===== src/rtl/pc_branch_seq.sv =====
// pc_branch_seq: program-counter sequencer for br/jr/jal with registered FSM outputs
module pc_branch_seq #(
    parameter logic [31:0] RESET_PC = 32'h0000_0000,
    parameter logic [3:0]  LINK_REG = 4'd15
) (
    input  logic        clk,
    input  logic        clr_n,
    input  logic        start,
    input  logic [31:0] ir,
    input  logic [31:0] reg_data,
    input  logic        con_in,
    output logic [31:0] pc,
    output logic        busy,
    output logic        done,
    output logic        con_ff,
    output logic        reg_rd_en,
    output logic [3:0]  reg_addr,
    output logic [31:0] ir_q,
    output logic        link_we,
    output logic [3:0]  link_addr,
    output logic [31:0] link_data
);
    localparam logic [4:0] OP_BR = 5'b10010, OP_JR = 5'b10011, OP_JAL = 5'b10100;
    typedef enum logic [2:0] {IDLE, READ, EVAL, UPDATE, DONE} state_t;
    state_t state, state_nx;
    logic [31:0] ra_q, pc_nx;
    logic accept, branch_in;
    assign link_addr = LINK_REG;
    assign accept = (state == IDLE) && start;
    assign branch_in = ir[31:27] inside {OP_BR, OP_JR, OP_JAL};
    always_comb begin
        state_nx = (state == IDLE)   ? (start ? (branch_in ? READ : DONE) : IDLE) :
                   (state == READ)   ? EVAL :
                   (state == EVAL)   ? UPDATE :
                   (state == UPDATE) ? DONE : IDLE;
        pc_nx = pc;
        if (accept)
            pc_nx = pc + 32'd1;
        // only branch opcodes reach UPDATE; non-br ones are jr/jal
        if (state == UPDATE)
            pc_nx = (ir_q[31:27] != OP_BR) ? ra_q :
                    con_ff ? pc + {{13{ir_q[18]}}, ir_q[18:0]} : pc;
    end
    always_ff @(posedge clk or negedge clr_n) begin
        if (!clr_n) begin
            state     <= IDLE;
            pc        <= RESET_PC;
            ir_q      <= '0;
            ra_q      <= '0;
            con_ff    <= 1'b0;
            busy      <= 1'b0;
            done      <= 1'b0;
            reg_rd_en <= 1'b0;
            reg_addr  <= '0;
            link_we   <= 1'b0;
            link_data <= '0;
        end else begin
            state     <= state_nx;
            pc        <= pc_nx;
            busy      <= state_nx != IDLE;
            done      <= state_nx == DONE;
            reg_rd_en <= state_nx == READ;
            link_we   <= (state_nx == UPDATE) && (ir_q[31:27] == OP_JAL);
            if (accept) begin
                ir_q     <= ir;
                reg_addr <= ir[26:23];
            end
            if (state == EVAL) begin
                ra_q <= reg_data;
                if (ir_q[31:27] == OP_BR)
                    con_ff <= con_in;
            end
            // pc here is already incremented and not yet reloaded
            if ((state_nx == UPDATE) && (ir_q[31:27] == OP_JAL))
                link_data <= pc;
        end
    end
endmodule


===== config.mk =====
export PLATFORM = sky130hd
export DESIGN_NAME = pc_branch_seq
export DESIGN_NICKNAME = d
export VERILOG_FILES = /design/src/rtl/pc_branch_seq.sv
export SDC_FILE = /design/constraint.sdc
export NUM_CORES = 1
export LEC_CHECK = 0
export ABC_AREA = 1
export BUFFER_PORTS_ARGS = -buffer_cell sky130_fd_sc_hd__buf_2
export CAP_MARGIN = 20
export CORE_ASPECT_RATIO = 0.7
export CORE_MARGIN = 4
export CORE_UTILIZATION = 55
export CTS_BUF_LIST = sky130_fd_sc_hd__clkbuf_4 sky130_fd_sc_hd__clkbuf_8 sky130_fd_sc_hd__clkbuf_16
export DETAILED_ROUTE_END_ITERATION = 7
export GPL_ROUTABILITY_DRIVEN = 0
export PLACE_DENSITY = 0.8
export SYNTH_ARGS = -nofsm -noshare
export SYNTH_HDL_FRONTEND = slang
export SYNTH_SLANG_ARGS = --single-unit

===== constraint.sdc =====
create_clock -name clk -period 6 [get_ports clk]
set_clock_uncertainty 0.2 [all_clocks]
set_input_delay 0.9 -clock clk [delete_from_list [all_inputs] [get_ports clk]]
set_output_delay 0.9 -clock clk [all_outputs]
set_load 0.05 [all_outputs]

**Word level (Yosys, flattened, before mapping)**

Cells that the tools add are included.

- Add/subtract/negate cells: 2
- Eq/ne operators: 13
- Mux-type cells: 10
- Reduce and logical (&&, ||, !) cells: 8

Operators by type and width:

| kind | number |
|---|---|
| $mux 32 | 4 |
| $add 32x1->32 const B | 1 |
| $add 32x32->32 | 1 |
| $eq 5x5->1 const B | 5 |
| $mux 3 | 6 |
| $eq 3x2->1 const B | 3 |
| $eq 3x1->1 const B | 2 |
| $reduce_bool 3->1 | 2 |
| $ne 5x5->1 const B | 1 |
| $reduce_and 2->1 | 2 |
| $eq 3x3->1 const B | 1 |
| $logic_not 3->1 | 1 |
| $ne 3x2->1 const B | 1 |
| $logic_and 1x1->1 | 2 |
| $reduce_bool 2->1 | 1 |

- Register bits: 140
- Bits of input ports: 68
- Output and inout port bits: 109
- Word-level logic and storage cells: 44

**Logic depth before layout (Yosys ltp)**

Gate-level depths: netlist of run 1.

- Depth in word-level cells: 7
- Depth in mapped cells: 16
- Mapped depth without buffers: 16

**Worst setup path before layout of run 1**

No wires, ideal clock.

- Path type: register to register
- Start: register pc[0]
- End: register pc[30]
- Library setup time: 0.118 ns
- Data arrival time: 2.151 ns
- Data required time: 5.682 ns
- Setup slack: 3.530 ns
- Stages on the path, launching flop included: 17
- Buffers on the path: 0
- Clock period less this slack: 2.470 ns
- Path through: dfrtp_1 -> ha_1 -> fa_1 -> nand2_1 -> nand2_1 -> nand3b_1 -> nand2_1 -> nand2_1 -> nand2_1 -> nand2_1 -> nand2_1 -> nand2_1 -> nand3_1 -> nand2_1 -> nand2_1 -> nand2_1 -> nand2_1

- Longest elaborated chain between the ends: 4
- Elaborated cells on any way between the ends: 6
- Classes of those cells: add/sub (2); mux (4)

RTL lines:

| what | RTL line | RTL |
|---|---|---|
| from (decl) | 12 | `output logic [31:0] pc,` |
| from (signal assigned) | 59 | `pc <= pc_nx;` |
| $add 32x32->32 | 42 | `con_ff ? pc + {{13{ir_q[18]}}, ir_q[18:0]} : pc;` |
| $mux 32 | 42 |  |
| $mux 32 | 41 | `pc_nx = (ir_q[31:27] != OP_BR) ? ra_q :` |
| $mux 32 (*) | 40 | `if (state == UPDATE)` |

Mark *: on every way between the ends. The rest lies on a longest branch, timed or not. The select of a mux whose other input is x is not followed.
A chain may end at the register's enable or synchronous reset.

**Worst setup path in the final report of run 1**

- Start: register state[2]
- End: register pc[14]

- Longest elaborated chain between the ends: 4
- Elaborated cells on any way between the ends: 7
- Classes of those cells: eq/ne (2); mux (1); reduce/logical (4)

RTL lines:

| what | RTL line | RTL |
|---|---|---|
| from (decl) | 25 | `state_t state, state_nx;` |
| from (signal assigned) | 58 | `state <= state_nx;` |
| parallel branches: the longest is 4 deep, another holds $eq 3x2->1 | - |  |

Several ways; the timed one is not identified.

==> run summary, run 1 <==
Status: complete, no violations
Hold depth: 2
Initial antenna violation count: 0
RR Endpoint: pc[14]
Max_slew headroom: 33.72%
Yosys warns: 0
Post-synthesis cell type count: 41
Fin Setup TNS: 0 ns
H-Tree Depth: 4
Setup bufs post-CTS: 0
DRC Markers: 0
Vias per inst: 5.515
Worst-Skew Late Latency: 0.42 ns
Post-synth top area share: 38.86%
Kind of critical path: reg2reg
Peak fanout along the critical path: 61
Top Layer Used: met4
CP Launch Type: flip-flop
EDFF count, synth: 0
Post-route ant nets: 0
Post-cts sizing count: 0
Initial DRT Pass Iterations: 5
Seq cells post-synth: 136
Ports: 177
Final min period: 3.469 ns
R2r worst-path depth: 8
Tot GR Track Use: 29.72%
Mapped Cells: 1231
CP Capture Type: flip-flop
Fillers: 1351
Nets: 1489
Primary FF master, synth: dfrtp_1
Cell accounting for the most synthesized area: dfrtp_1
Starting Density: 56.33%
Top cells by area, synth: dfrtp_1 39%, nand2_1 17%, inv_1 7.1%, a21oi_1 5.0%, ha_1 4.6%
Worst Hold Launch: ra_q[1]
Hold WC Path Type: reg2reg
RSZ-0062 raised after global routing: no
Register-to-register setup slack: 2.53 ns
Sequential cell area fraction in the yosys report: 38.86%
Fraction of registers with async set/reset: 100.0%
DIE WIDTH: 158.8 µm
Final HPWL DP: 20420 µm
Synthesized area per cell: 7.115 µm²
Core area: 15550 µm²
Final setup fails: 0
Number of global-route vias before repair: 8348
Arr. time, crit path: 3.60 ns
CTS tree: yes
# hold bufs at CTS: 0
Area Growth Syn to Fin: 17.64%
Slew Limit Fails: 0
Clk slew on worst S/H paths: 0.07 ns
Critical R2R Launch: state[2]
Drt wl/cell: 16.68 µm
Via count: 8829
Worst slew pin tran: 0.9927 ns
First-pass GRT wire length: 42640 µm
Layout cells sized above 1: 18.56%
Max-cap violations: 0
Max Freq: 0.2882 GHz
Final hold vios: 0
Worst hold endpoint: ra_q[1]
PortBufs: 172
Drt first-iter violations: 1028
M1 WL: 11930 µm
CTS Buf Count: 17
Mapped Area: 8758 µm²
Clock root cell: clkbuf_16
Die area: 18040 µm²
Metal2 WL: 10990 µm
Gr ovfl total: 0
Largest net degree at the start of global routing: 85
Routed WL: 26700 µm
CP required: 6.13 ns
Fin crit share: 57.82%
FP Rows: 38
Metal3 WL: 3292 µm
CTS Buffer Depth: 2
Clk sink count: 136
Ant diodes: 0
Die height: 113.6 µm
-- logic make-up after synthesis --
kind of cell    synth area share (%)
simple gates                   27.63
buf+inv                        9.985
compound gates                 11.69
flops                          38.86
xor+xnor                       3.400
fa+ha+maj                      4.800
mux                            3.600
other cells                  0.04282
-- metal layers --
layer | GRT usage (%) | vias up
met1 | 44.00 | 4072
li1 | - | 4232
met2 | 43.51 | 483
met4 | 8.266 | 0
met5 | 0 | -
met3 | 7.692 | 42
-- synthesized netlist by cell type (4+ instances only) --
cell type / n
nand2_1: 394
inv_1: 165
dfrtp_1: 136
a21oi_1: 87
nor2_1: 84
o21ai_0: 67
nand3_1: 60
ha_1: 32
xor2_1: 32
mux2_2: 28
nor3_1: 25
clkbuf_1: 18
o21ai_1: 18
buf_2: 15
inv_2: 10
buf_4: 9
nand4_1: 6
a22oi_1: 5
nor3_2: 5
o21bai_1: 5
a31oi_1: 4
-- per-stage QoR --
stage	cells	instance area [µm²]	hold WS (ns)	worst slack [ns]	util [%]
after floorplan	1234	8770	0.2367	3.530	-
after global placement	1568	9717	0.2536	2.366	62.50
after detailed placement	1568	9717	0.2529	2.247	62.50
after CTS	1600	10290	0.2681	2.284	66.18
after global routing	1601	10300	0.2904	2.339	66.27
final	1601	10300	0.2713	2.531	66.27
-- worst max-delay path by stage --
stage	endpoint	slack [ns]	from
after detailed placement	pc[10]	2.25	start
after global routing	pc[14]	2.34	state[2]
after floorplan	pc[30]	3.53	pc[0]
final	pc[14]	2.53	state[2]
after CTS	pc[14]	2.28	state[2]
after global placement	pc[10]	2.37	start
-- cells in the final DEF, fill, tap and decap left out, types with 2 or more instances in the layout --
cell	count
nand2_1	394
buf_2	171
inv_1	165
dfrtp_1	136
a21oi_1	87
nor2_1	84
o21ai_0	67
nand3_1	60
xor2_1	32
ha_1	32
mux2_2	28
nor3_1	25
o21ai_1	18
clkbuf_16	17
inv_2	10
nand4_1	6
o21bai_1	5
a22oi_1	5
inv_6	5
buf_4	5
a31oi_1	4
nor3_2	4
conb_1	4
clkinvlp_4	4
inv_8	3
nor3b_1	2
nor3_4	2
nand3_2	2
nand3b_1	2
a21o_1	2
xnor2_1	2
o211ai_1	2
-- layout make-up --
type                    instances  area (µm²)  share of cell area (%)
clock inverters                14       132.6                   1.287
repair buffers                178       919.6                   8.925
inverters                     176       660.6                   6.412
flip-flops and latches        136        3403                   33.03
well taps                     200       250.2                   2.429
clock buffers                  18       439.2                   4.262
multi-input cells             879        4498                   43.66
-- sequential cells by signal (all words and copies together), names as in the netlist --
name and cells:
link_data 32, pc 32, ra_q 32, ir_q 29, reg_addr 3, state 3, busy 1, con_ff 1
done 1, link_we 1, reg_rd_en 1
-- worst max-delay path, stage by stage, from the launching register on --
cell     delay (ns)
dfrtp_1        0.46
nor3_4         0.44
inv_2          0.49
nand2_1        0.19
nand2_1        0.36
buf_8          0.31
inv_2          0.45
o21ai_0        0.28
o21ai_1        0.18
Power of run 1 is left out: the tool's default activity adds up to more than one toggle a clock period on the data nets, which glitch-free logic cannot reach.
==> inputs of run 2 (changes only) <==
- ABC_AREA: 1 -> 0
- PLACE_DENSITY: 0.8 -> 0.81
- clock period: 6 -> 3.5 ns (I/O delays scaled with it)
==> run summary, run 2 <==
Status: complete, no violations
Top cells by area, synth: dfrtp_1 44%, nand2_1 8.0%, ha_1 5.2%, mux2_2 4.8%, a21oi_1 4.8%
Vias per inst: 5.932
Gr ovfl total: 0
DIE WIDTH: 149.2 µm
Most frequent cells in the layout: 171 x buf_2, 164 x nand2_1, 136 x dfrtp_1, 74 x a21oi_1, 45 x nor2_1
Routed WL: 21840 µm
CTS Buf Count: 17
Commonest non-fill, non-tap cell in the layout: buf_2
Peak fanout along the critical path: 4
Die area: 15940 µm²
Clk slew on worst S/H paths: 0.06 ns
Cell accounting for the most synthesized area: dfrtp_1
Ant diodes: 0
Nets: 1088
DRC Markers: 0
Area Growth Syn to Fin: 22.31%
Die height: 106.8 µm
Yosys warns: 0
CP startpoint: pc[0]
Post-synth top area share: 44.34%
Max_slew headroom: 31.39%
FP Rows: 35
Critical R2R Launch: pc[0]
Clk sink count: 136
Ports: 177
Fin Setup TNS: 0 ns
Via count: 7029
CP Launch Type: flip-flop
CTS tree: yes
Leading cell type by number of instances after synthesis: nand2_1
Initial antenna violation count: 0
Biggest regs: link_data: 32 flops, pc: 32 flops, ra_q: 32 flops
Worst-Skew Late Latency: 0.42 ns
RR Endpoint: pc[16]
Fraction of registers with async set/reset: 100.0%
Core area: 13400 µm²
Layout cells sized above 1: 27.50%
Primary FF master, synth: dfrtp_1
Final hold vios: 0
Max-cap violations: 0
RSZ-0062 raised after global routing: no
CP Capture Type: flip-flop
CP required: 3.59 ns
R2r worst-path depth: 11
Initial DRT Pass Iterations: 7
Largest net degree at the start of global routing: 86
Post-route ant nets: 0
Slew Limit Fails: 0
Kind of critical path: reg2reg
PortBufs: 172
First-pass GRT wire length: 34920 µm
EDFF count, synth: 0
Post-cts sizing count: 0
Starting Density: 57.28%
Post-synthesis cell type count: 72
Fin crit share: 89.94%
Most common library cells after synthesis: 164 x nand2_1, 136 x dfrtp_1, 74 x a21oi_1
Tot GR Track Use: 27.65%
Mapped Area: 7676 µm²
Number of global-route vias before repair: 6591
Synthesized area per cell: 9.395 µm²
Max Freq: 0.3177 GHz
Seq cells post-synth: 136
H-Tree Depth: 4
Critical Path End: pc[16]
Worst slew pin tran: 1.025 ns
CTS Buffer Depth: 2
Drt first-iter violations: 679
Arr. time, crit path: 3.24 ns
Sequential cell area fraction in the yosys report: 44.34%
Clock root cell: clkbuf_16
Final HPWL DP: 15560 µm
Hold WC Path Type: in2reg
Mapped Cells: 817
Final min period: 3.148 ns
Register-to-register setup slack: 0.35 ns
Final setup fails: 0
Drt wl/cell: 18.43 µm
[run 2: how the worst min path moves through the flow]
| stage | slack (ns) | to | start | cells after the start |
|---|---|---|---|---|
| floorplan | 0.03 | busy | clr_n | 0 |
| global placement | 0.25 | ir_q[22] | ir_q[22] | 2 |
| detailed placement | 0.26 | ir_q[19] | ir_q[19] | 2 |
| CTS | 0.08 | ir_q[8] | ir[8] | 3 |
| global route | 0.09 | ir_q[16] | ir[16] | 3 |
| finish | 0.09 | ir_q[7] | ir[7] | 3 |
[run 2: cells by family (layout without fill, tap and decap cells)]
logic type                 count (synthesis)  after routing  share of synthesized area (%)
xor gates and xnor gates                  30             30                          3.423
other                                      1              4                        0.04885
buffers and inverters                     53            233                          3.048
adders and majority gates                 33             33                          5.477
AOI/OAI and AO/OA                        208            208                          17.02
and+or+nand+nor                          288            288                          16.72
DFF                                      136            136                          44.34
muxes                                     68             68                          9.927
[run 2: cell type report]
class	count	area [µm²]
timing repair buffer	194	1047
sequential	136	3403
fill	1055	4011
clock buffer	23	501.7
inverter	7	26.28
clock inverter	9	112.6
multi-input combinational	631	4066
tap	185	231.5
[run 2: per-stage QoR]
stage	hold WS (ns)	util [%]	setup WS [ns]	instance area, µm²	instances
after floorplan	0.02941	-	0.2105	7687	820
after global placement	0.2534	65.41	0.4245	8765	1152
after detailed placement	0.2616	65.41	0.3825	8765	1152
after CTS	0.08483	70.07	0.3804	9389	1185
after global routing	0.09468	70.07	0.1978	9389	1185
final	0.08749	70.07	0.3519	9389	1185
[run 2: timing repair]
item / in CTS / in global routing
hold buffers: 1 / 0
hold endpoints to repair: 35 / 0
setup buffers: 0 / 0
[run 2: critical path, cell delays in order, from the launching register on]
cell and delay (ns):
dfrtp_1 0.38, ha_1 0.23, fa_1 0.41, a21oi_1 0.16, nor2b_1 0.08, a311o_1 0.42
a31o_2 0.32, a31oi_1 0.29, o21bai_1 0.10, a21o_1 0.19, xnor2_1 0.16, a21oi_1 0.09
[run 2: layer usage]
metal  part of all wire, %  global-route usage (%)  up-vias
met5                     0                       0        -
met4                   1.7                   7.642        0
met3                    10                   8.365       42
met2                    42                   39.56      357
met1                    46                   40.79     3369
li1                      -                       -     3261
Power of run 2 is left out for the same reason.
==> inputs of run 3 (changes only) <==
- ABC_AREA: 0 -> 1
- PLACE_DENSITY: 0.81 -> 0.8
==> run summary, run 3 (same netlist as run 1, synthesis figures left out) <==
RSZ-0062 raised after global routing: no
First-pass GRT wire length: 44560 µm
Via count: 9032
Clock Power Share: 15.2%
Fin crit share: 73.43%
CTS Buffer Depth: 2
Max Freq: 0.3891 GHz
Dpl cell area: 9792 µm²
CTS tree: yes
Final setup fails: 0
H-Tree Depth: 4
Vias per inst: 5.606
Post-route cell area: 10410 µm²
Hold WC Path Type: in2reg
Starting Density: 56.33%
PortBufs: 172
Sw Share: 56.14%
Post-route ant nets: 0
Final HPWL DP: 21360 µm
Nets: 1499
Register share of total power: 23.3%
Biggest regs: link_data: 32 flops, pc: 32 flops, ra_q: 32 flops
Layout cells sized above 1: 19.06%
Kind of critical path: reg2reg
CTS Buf Count: 17
Slew Limit Fails: 0
Final Instance Count excl. Fillers: 1611
Commonest non-fill, non-tap cell in the layout: nand2_1
Drt wl/cell: 17.51 µm
P_int: 5.457 mW
Gr ovfl total: 0
Fin Setup TNS: 0 ns
Final min period: 2.570 ns
Max_slew headroom: 31.93%
Ant diodes: 0
Worst-Skew Late Latency: 0.43 ns
Core area: 15550 µm²
Leakage power: 5.598 nW
Peak fanout along the critical path: 5
Pwr Total: 12.44 mW
Setup bufs post-CTS: 0
Die height: 113.6 µm
Ports: 177
Initial DRT Pass Iterations: 6
CP Launch Type: flip-flop
Routed WL: 28220 µm
Initial antenna violation count: 0
CP Capture Type: flip-flop
Net switching power: 6.985 mW
P per Cell Area: 1195 nW/µm²
Area Growth Syn to Fin: 18.83%
Status: complete, no violations
Placed Cells: 1578
Worst slew pin tran: 0.9953 ns
CP required: 3.61 ns
Fillers: 1331
Drt first-iter violations: 1474
Largest net degree at the start of global routing: 71
Max-cap violations: 0
DIE WIDTH: 158.8 µm
Final hold vios: 0
Clock root cell: clkbuf_16
VDD IR max: 0.7127 mV
DRC Markers: 0
Combinational share of power: 61.6%
Tot GR Track Use: 31.30%
Final Util: 66.94%
Clk sink count: 136
Most frequent cells in the layout: 394 x nand2_1, 171 x buf_2, 165 x inv_1, 136 x dfrtp_1, 87 x a21oi_1
Arr. time, crit path: 2.68 ns
Die area: 18040 µm²
Clk slew on worst S/H paths: 0.07 ns
FP Rows: 38
Number of global-route vias before repair: 8246
-- run 3: timing repair --
action                                 in CTS  in global routing
endpoints found under the hold margin      67                  0
hold buffers                                1                  0
gates resized for setup                     0                  0
-- run 3: path summary, 6_finish.rpt --
check / slack [ns] / cells after the start / endpoint / from
setup / recovery: 0.93 / 14 / pc[26] / pc[0]
hold / removal: 0.11 / 3 / ra_q[23] / reg_data[23]
setup reg to reg: 0.93 / 14 / pc[26] / pc[0]
hold reg to reg: 0.27 / 2 / ra_q[1] / ra_q[1]
max in group asynchronous: 1.76 / 3 / ir_q[13] / clr_n
min in group asynchronous: 0.47 / 2 / ra_q[5] / clr_n
-- run 3: metrics by stage --
stage	hold WS, ns	setup WS, ns
after floorplan	0.02941	1.030
after global placement	0.2541	1.056
after detailed placement	0.2585	0.9972
after CTS	0.1146	0.9672
after global routing	0.1169	0.6673
final	0.1107	0.9299
-- run 3: power groups by stage --
stage	Clock, mW	Combinational, mW	Sequential [mW]
floorplan	0	3.95	4.40
global placement	0	7.32	2.85
detailed placement	0	7.42	2.87
CTS	1.88	7.50	2.86
global route	1.97	8.30	2.96
finish	1.89	7.66	2.89
-- run 3: critical path, cell delays in order, from the launching register on --
cell,delay (ns)
dfrtp_1,0.45
ha_1,0.28
fa_1,0.40
nand2_1,0.14
nand2_1,0.07
nand3b_1,0.08
nand2_1,0.10
nand2_1,0.07
nand2_1,0.12
nand2_1,0.13
nand3_1,0.08
nand2_1,0.06
nand3_1,0.10
nand2_1,0.09
a21oi_1,0.06
-- run 3: metal layers --
metal	track usage [%]	vias up	wire length (µm)
met5	0	-	0
met4	8.786	0	679
met3	10.98	69	4361
met2	42.51	591	11040
met1	47.19	4121	12140
li1	-	4251	-
-- run 3: layout make-up --
class                      instances  area, µm²  share of cell area (%)
multi-input combinational        879       4498                   43.22
sequential                       136       3403                   32.70
timing repair buffer             188      989.7                   9.509
inverter                         176      660.6                   6.348
clock buffer                      19      446.7                   4.292
tap                              200      250.2                   2.404
clock inverter                    13      158.9                   1.527
Note: power is estimated with default switching activity, not from simulation.
